--- config.mk ---
export PLATFORM = sky130hd
export DESIGN_NAME = sha256_block_ctrl
export DESIGN_NICKNAME = d
export VERILOG_FILES = /design/src/rtl/sha256_pkg.sv /design/src/rtl/sha256_byte_fwd.sv /design/src/rtl/sha256_block_ctrl.sv
export SDC_FILE = /design/constraint.sdc
export NUM_CORES = 1
export LEC_CHECK = 0
export ABC_AREA = 1
export ABC_CLOCK_PERIOD_IN_PS = 4900
export BUFFER_PORTS_ARGS = -buffer_cell sky130_fd_sc_hd__buf_2
export CORE_ASPECT_RATIO = 1.5
export CORE_MARGIN = 1.5
export CORE_UTILIZATION = 50
export DETAILED_ROUTE_END_ITERATION = 16
export HOLD_SLACK_MARGIN = 0.08
export PLACE_DENSITY_LB_ADDON = 0.15
export SLEW_MARGIN = 5
export SYNTH_ARGS = -nofsm -noshare
export SYNTH_HDL_FRONTEND = slang
export SYNTH_SLANG_ARGS = --single-unit
--- constraint.sdc ---
create_clock -name clk -period 4.9 [get_ports clk]
set_clock_uncertainty 0.15 [all_clocks]
set_input_delay 0.98 -clock clk [delete_from_list [all_inputs] [get_ports clk]]
set_output_delay 0.98 -clock clk [all_outputs]
set_load 0.02 [all_outputs]
--- src/rtl/sha256_pkg.sv ---
// Shared types and defaults for the single-block SHA-256 sequencer.
package sha256_pkg;

    localparam int DEF_MAX_BYTES   = 55;
    localparam int DEF_N_WORDS     = 16;
    localparam int DEF_N_ROUNDS    = 64;
    localparam int DEF_PAD_TIMEOUT = 64;

    typedef enum logic [2:0] {
        ST_IDLE,
        ST_LOAD,
        ST_PAD,
        ST_STREAM,
        ST_ROUND,
        ST_DONE,
        ST_ERR,
        ST_FLUSH
    } state_t;

    localparam logic [1:0] ERR_NONE = 2'b00;
    localparam logic [1:0] ERR_LEN  = 2'b01;
    localparam logic [1:0] ERR_OVF  = 2'b10;
    localparam logic [1:0] ERR_TMO  = 2'b11;

endpackage

--- src/rtl/sha256_byte_fwd.sv ---
// Registered UART-to-padder byte forwarder with message length check.
// One cycle latency; a byte past MAX_BYTES is dropped and flagged via len_err.
module sha256_byte_fwd
    import sha256_pkg::*;
#(
    parameter int MAX_BYTES = DEF_MAX_BYTES
) (
    input  logic       clk,
    input  logic       rst,
    input  logic       clr,
    input  logic       en,
    input  logic       byte_rdy_in,
    input  logic [7:0] data_in,
    output logic       pad_byte_rdy,
    output logic [7:0] pad_data,
    output logic       len_err
);

    logic [6:0] byte_cnt;
    logic       fwd;

    assign len_err = en && byte_rdy_in && (byte_cnt == 7'(MAX_BYTES));
    assign fwd     = en && byte_rdy_in && !len_err;

    always_ff @(posedge clk) begin
        if (rst) begin
            pad_byte_rdy <= 1'b0;
            pad_data     <= 8'h00;
            byte_cnt     <= 7'd0;
        end else begin
            pad_byte_rdy <= fwd;
            if (fwd) begin
                pad_data <= data_in;
                byte_cnt <= byte_cnt + 7'd1;
            end else if (clr) begin
                byte_cnt <= 7'd0;
            end
        end
    end

endmodule

--- src/rtl/sha256_block_ctrl.sv ---
// Single-block SHA-256 sequencer: byte load, padding supervision, word stream, 64 rounds, digest handoff.
// Words are qualified combinationally by padding_done; the digest is held until digest_ack.
module sha256_block_ctrl
    import sha256_pkg::*;
#(
    parameter int MAX_BYTES   = DEF_MAX_BYTES,
    parameter int N_WORDS     = DEF_N_WORDS,
    parameter int N_ROUNDS    = DEF_N_ROUNDS,
    parameter int PAD_TIMEOUT = DEF_PAD_TIMEOUT
) (
    input  logic       clk,
    input  logic       rst,
    input  logic       byte_rdy_in,
    input  logic       byte_stop_in,
    input  logic [7:0] data_in,
    output logic       pad_byte_rdy,
    output logic       pad_byte_stop,
    output logic [7:0] pad_data,
    output logic       pad_rst_n,
    input  logic       padding_done,
    input  logic       overflow_err,
    input  logic       flag_0_15,
    output logic       w_valid,
    output logic [3:0] w_index,
    output logic       init_h,
    output logic       round_en,
    output logic [5:0] round_idx,
    output logic       digest_valid,
    input  logic       digest_ack,
    output logic       busy,
    output logic       err,
    output logic [1:0] err_code,
    input  logic       err_clr
);

    state_t     state;
    logic [4:0] wcnt;
    logic [6:0] rcnt;
    logic [6:0] tcnt;
    logic       fwd_en;
    logic       len_err;
    logic       last_word;

    assign fwd_en = (state == ST_IDLE) || ((state == ST_LOAD) && !overflow_err);

    sha256_byte_fwd #(
        .MAX_BYTES (MAX_BYTES)
    ) u_fwd (
        .clk          (clk),
        .rst          (rst),
        .clr          (state == ST_FLUSH),
        .en           (fwd_en),
        .byte_rdy_in  (byte_rdy_in),
        .data_in      (data_in),
        .pad_byte_rdy (pad_byte_rdy),
        .pad_data     (pad_data),
        .len_err      (len_err)
    );

    // Word 0 rides on the PAD cycle that first sees padding_done.
    assign w_valid = padding_done && !overflow_err &&
                     ((state == ST_PAD) || ((state == ST_STREAM) && (wcnt < 5'(N_WORDS))));
    assign w_index      = wcnt[3:0];
    assign last_word    = w_valid && (wcnt == 5'(N_WORDS - 1));
    assign init_h       = (state == ST_IDLE) && byte_rdy_in;
    assign round_en     = (state == ST_ROUND);
    assign round_idx    = rcnt[5:0];
    assign digest_valid = (state == ST_DONE);
    assign busy         = (state != ST_IDLE);

    always_ff @(posedge clk) begin
        if (rst) begin
            state         <= ST_IDLE;
            wcnt          <= 5'd0;
            rcnt          <= 7'd0;
            tcnt          <= 7'd0;
            err           <= 1'b0;
            err_code      <= ERR_NONE;
            pad_byte_stop <= 1'b0;
            pad_rst_n     <= 1'b0;
        end else begin
            pad_rst_n <= 1'b1;
            case (state)
                ST_IDLE: begin
                    if (byte_rdy_in) state <= ST_LOAD;
                end
                ST_LOAD: begin
                    if (overflow_err) begin
                        state    <= ST_ERR;
                        err      <= 1'b1;
                        err_code <= ERR_OVF;
                    end else if (len_err) begin
                        state    <= ST_ERR;
                        err      <= 1'b1;
                        err_code <= ERR_LEN;
                    end else if (byte_stop_in && !byte_rdy_in) begin
                        state         <= ST_PAD;
                        pad_byte_stop <= 1'b1;
                        tcnt          <= 7'd0;
                    end
                end
                ST_PAD: begin
                    if (overflow_err) begin
                        state         <= ST_ERR;
                        err           <= 1'b1;
                        err_code      <= ERR_OVF;
                        pad_byte_stop <= 1'b0;
                    end else if (padding_done) begin
                        state <= ST_STREAM;
                        wcnt  <= 5'd1;
                    end else if (tcnt == 7'(PAD_TIMEOUT - 1)) begin
                        state         <= ST_ERR;
                        err           <= 1'b1;
                        err_code      <= ERR_TMO;
                        pad_byte_stop <= 1'b0;
                    end else begin
                        tcnt <= tcnt + 7'd1;
                    end
                end
                ST_STREAM: begin
                    // flag_0_15 is legal only alongside the final word.
                    if (overflow_err || (flag_0_15 && !last_word)) begin
                        state         <= ST_ERR;
                        err           <= 1'b1;
                        err_code      <= ERR_OVF;
                        pad_byte_stop <= 1'b0;
                    end else if (last_word) begin
                        state         <= ST_ROUND;
                        rcnt          <= 7'd0;
                        pad_byte_stop <= 1'b0;
                    end else if (w_valid) begin
                        wcnt <= wcnt + 5'd1;
                    end
                end
                ST_ROUND: begin
                    if (rcnt == 7'(N_ROUNDS - 1)) state <= ST_DONE;
                    else                          rcnt  <= rcnt + 7'd1;
                end
                ST_DONE: begin
                    if (digest_ack) begin
                        state     <= ST_FLUSH;
                        pad_rst_n <= 1'b0;
                    end
                end
                ST_ERR: begin
                    if (err_clr) begin
                        state     <= ST_FLUSH;
                        pad_rst_n <= 1'b0;
                        err       <= 1'b0;
                        err_code  <= ERR_NONE;
                    end
                end
                ST_FLUSH: begin
                    state <= ST_IDLE;
                    wcnt  <= 5'd0;
                    rcnt  <= 7'd0;
                    tcnt  <= 7'd0;
                end
                default: state <= ST_IDLE;
            endcase
        end
    end

endmodule

==> Word level (Yosys, flattened, before mapping) <==
Cells that the tools add are included.
{ "classes": {"addsub": 4, "n_lt_le_gt_ge": 1, "n_eq_ne": 34, "muxes": 60, "n_reduce_logical": 32} }
{ "ops": {"columns": ["operator", "n"], "rows": [
  ["$mux 7", 11],
  ["$pmux 7 s3", 2],
  ["$mux 3", 12],
  ["$ne 2x2->1 const B", 13],
  ["$mux 5", 5],
  ["$pmux 3 s8", 1],
  ["$add 7x1->7 const B", 3],
  ["$eq 7x6->1 const B", 3],
  ["$reduce_and 7->1", 3],
  ["$mux 1", 17],
  ["$pmux 5 s3", 1],
  ["$reduce_bool 3->1", 5],
  ["$mux 2", 7],
  ["$eq 3x3->1 const B", 4],
  ["$reduce_and 6->1", 2],
  ["$logic_and 1x1->1", 11],
  ["$ne 3x2->1 const B", 3],
  ["$ne 2x1->1 const B", 4],
  ["$pmux 2 s4", 1],
  ["$eq 3x2->1 const B", 2],
  ["$add 5x1->5 const B", 1],
  ["$eq 5x4->1 const B", 1],
  ["$lt 5x5->1 const B", 1],
  ["$logic_not 1->1", 4],
  ["12 further kinds", 14]
]} }
{ "totals": {"register_bits": 43, "inputBits": 17, "out_inout_bits": 29, "wordCells": 142} }

==> Depth between registers and ports, before layout <==
{ "depth": {"depth_word": 10, "mapped_depth": 13, "depth_no_buf": 13} }

==> Modules after synthesis <==
A second synthesis with hierarchy kept.
{ "hier_totals": {"cells_unflattened": 374, "area_unflattened_um2": 2557.5} }
{ "by_module_without_submodules": {"columns": ["mod", "instances", "cells_per_inst", "area_per_inst_um2", "seq_area_each_um2"], "rows": [
  ["sha256_block_ctrl", 1, 280, 1813.0, 540.5],
  ["sha256_byte_fwd", 1, 94, 744.5, 320.3]
]} }

==> Worst setup path after synthesis <==
No wires, ideal clock.
{ "synth_timing": {"path_kind": "input to output", "startpoint": "in overflow_err", "endpoint": "out w_valid", "t_arrival_ns": 1.482, "t_required_ns": 3.770, "setup_slack_ns": 2.288, "stages": 5, "path_buffers": 0, "cell_sequence": "inv_1 > nand2_1 > nor2_1 > nand2_1 > nand2_2"} }
{ "synth_via": {"elab_chain_len": 3} }
{ "synth_lines": {"columns": ["item", "line", "rtl"], "rows": [
  ["start, declared", "sha256_block_ctrl.sv:21", "input logic overflow_err,"],
  ["$logic_not 1->1", "sha256_block_ctrl.sv:61", "assign w_valid = padding_done && !overflow_err &&"],
  ["$logic_and 1x1->1 (2 in series)", "sha256_block_ctrl.sv:61", null],
  ["end, declared", "sha256_block_ctrl.sv:23", "output logic w_valid,"]
]} }
No other way between the ends.

==> Worst setup path in the final report <==
Ends and elaborated chain as after synthesis.

==> impl_results.md <==
- Unique masters post-synth: 34
- IO Pins: 46
- R2R cell count: 9
- Final Hold Viols: 0
- Drt pass-1 iters: 4
- Largest net degree at the start of global routing: 24
- Post-synthesis sequential area ratio: 0.357
- Share of layout cells above drive strength 1: 0.162
- Endpoint class of the critical path: primary output
- Clock buffer depth: 2
- Initial antenna violation count: 0
- Setup total negative slack: 0 ns
- GP Congestion: 0.921
- Synth Cell Area: ~2400 um^2
- Core Region: 4580 um^2
- Cells after DPL: ~460
- LEAKAGE: around 1.3 nW
- CP Max Fanout: 8
- Leading area contributor after synthesis: dfxtp_1
- Total of max-cap violations: 0
- Final Cycle Share: 0.601
- Dpl hpwl: about 4 mm
- Main area contributors after synthesis: dfxtp_1, nand2_1, nor2_1
- Avg Cell Area, Syn: roughly 6.6 um^2
- Met1 Usage GRT: 0.242
- Worst-Skew Late Latency: ~0.3 ns
- Pint: slightly above 0.7 mW
- Cts hold-fix bufs: 0
- Prevailing post-synth register cell: dfxtp_1
- Fmax: 339 MHz
- CP Class: in2out
- Post CTS Setup Buffer Count: 0
- Worst-Margin Slew: around 0.65 ns
- Met3 usage: 0.0487
- Vias in the first global route: 2,209
- Total Nets Final: 422
- Root buffer cell: clkbuf_8
- ANT cells: 0
- Status: completed
- Remaining global-route overflow: 0
- Mapped Cells: between 300 and 400
- Type of the worst min-delay path: reg2reg
- Wire length per cell: around 11 um
- Slew HR: 0.564
- Overall power: roughly 1.3 mW
- Startpoint Class: input pin
- Site Rows: 30
- Vias: roughly 2,300
- Clock transition at path regs: 0.08 ns
- Die width: approximately 60 um
- Met2 Use GR: 0.404
- Slew Viols, Final: 0
- Total die area: 5260 um^2
- Remaining DRCs: 0
- GRT busiest layer: met2
- RSZ-0062 raised after global routing: no
- DRT iter0 DRCs: between 100 and 150
- Tmin final: approximately 2.9 ns
- Num CTS Buffers: 5
- Worst Path Arrival: roughly 1.8 ns
- Post-route ant nets: 0
- Setup violations, final: 0
- CTS tree: done
- Post-cts sizing count: 0
- Peak supply drop: around 0.00028 V
- H-tree depth: 2
- FF+latch count, synth: 43
- Post-synth ARST share: 0
- Die H: about 90 um
- Initial Util: 0.527
- Vias per cell: 5.00
- Syn. warnings: 0
- Hold depth: 2
- Gr usage total: 0.223
- Cell Pwr Density: about 500 nW/um^2
- CP required: approximately 3.8 ns
- Non-filler cells, final: around 470
- EDFF count, synth: 0
- P&R area growth vs syn: 10.7%
- First-pass GRT wire length: about 9.1 mm
- Comb pwr share: 0.469
- Number of I/O port buffers: 45
- Clk sink count: between 40 and 50
- Sequential Power Share: 0.368
- Syn_nets: between 300 and 400
- Clk pwr share: 0.163
- WL final: roughly 5.3 mm
- Synth top area share: 0.357
- Switching pwr: 0.614 mW
- Switch share: 0.460
==> cells by family after synthesis <==
family / count (synthesis) / share of synthesized area
simple gates: 185 / 0.335
buf+inv: 73 / 0.135
compound gates: 58 / 0.133
flops: 43 / 0.357
fa+ha+maj: 5 / 0.0259
xor+xnor: 4 / 0.0145
==> layout by cell type (no fill, tap or decap), types with 3 or more instances in the layout <==
master     n
inv_2      3
o21ai_0   17
o21ai_1    5
nor3_1     6
a21oi_1   26
o211ai_1   3
ha_1       5
dfxtp_1   43
nand2_2    4
nand3_1   23
xor2_1     3
nor2_1    63
inv_1     49
clkbuf_8   5
nand3b_1   3
nand2_1   71
buf_2     45
nand4_1    7
==> state kept, by name, indices dropped and copies added, names as in the netlist <==
signal and count:
err 1, err_code 2, pad_byte_stop 1, pad_rst_n 1, rcnt 7, state 3
tcnt 7, u_fwd.byte_cnt 7, u_fwd.pad_byte_rdy 1, u_fwd.pad_data 8, wcnt 5
==> layer usage <==
metal,vias up,wire (um)
met5,-,0
met1,1035,2210
met2,51,2730
li1,1227,-
met3,12,261
met4,0,110
==> power groups by stage <==
stage	clock, mW	sequential (mW)	combinational (mW)
final	0.218	0.490	0.625
after global routing	0.238	0.501	0.709
after CTS	0.225	0.489	0.628
after detailed placement	0	0.496	0.626
after global placement	0	0.496	0.622
after floorplan	0	0.522	0.468
==> cell type report <==
cell class / count / area [um^2]
fill: 459 / 1910
multi-input combinational: 252 / 1220
sequential: 43 / 861
timing repair buffer: 45 / 225
inverter: 53 / 199
tap: 64 / 80.1
clock buffer: 7 / 76.3
clock inverter: 1 / 5.00
==> cells in the mapped netlist, types with 4 or more instances <==
library cell and count:
ha_1 5, buf_4 13, nand4_1 7, nand2_1 71, dfxtp_1 43, o21ai_1 5
nor3_1 6, nand2_2 4, nor2_1 63, o21ai_0 17, nand3_1 23, inv_1 49
a21oi_1 26
==> path summary, 6_finish.rpt <==
kind | from | end | slack [ns]
min reg2reg | tcnt[6] | tcnt[6] | 0.31
min | tcnt[6] | tcnt[6] | 0.31
max reg2reg | state[1] | tcnt[3] | 2.47
max | overflow_err | w_valid | 1.95
==> worst max-delay path: stages <==
cell,delay (ns)
buf_2,0.14
inv_1,0.19
nand2_1,0.10
nor2_1,0.09
nand2_1,0.06
nand2_2,0.08
buf_2,0.17
==> per-stage QoR <==
step           setup WS [ns]  hold slack, ns  area [um^2]   util
5_1_grt                 1.86           0.340         2670  0.583
6_report                1.95           0.312         2670  0.583
3_3_place_gp            1.97           0.297         2590  0.566
2_1_floorplan           2.29           0.289         2410      -
4_1_cts                 1.95           0.315         2670  0.583
3_5_place_dp            1.96           0.303         2590  0.566
(Power assumes the default switching activity.)
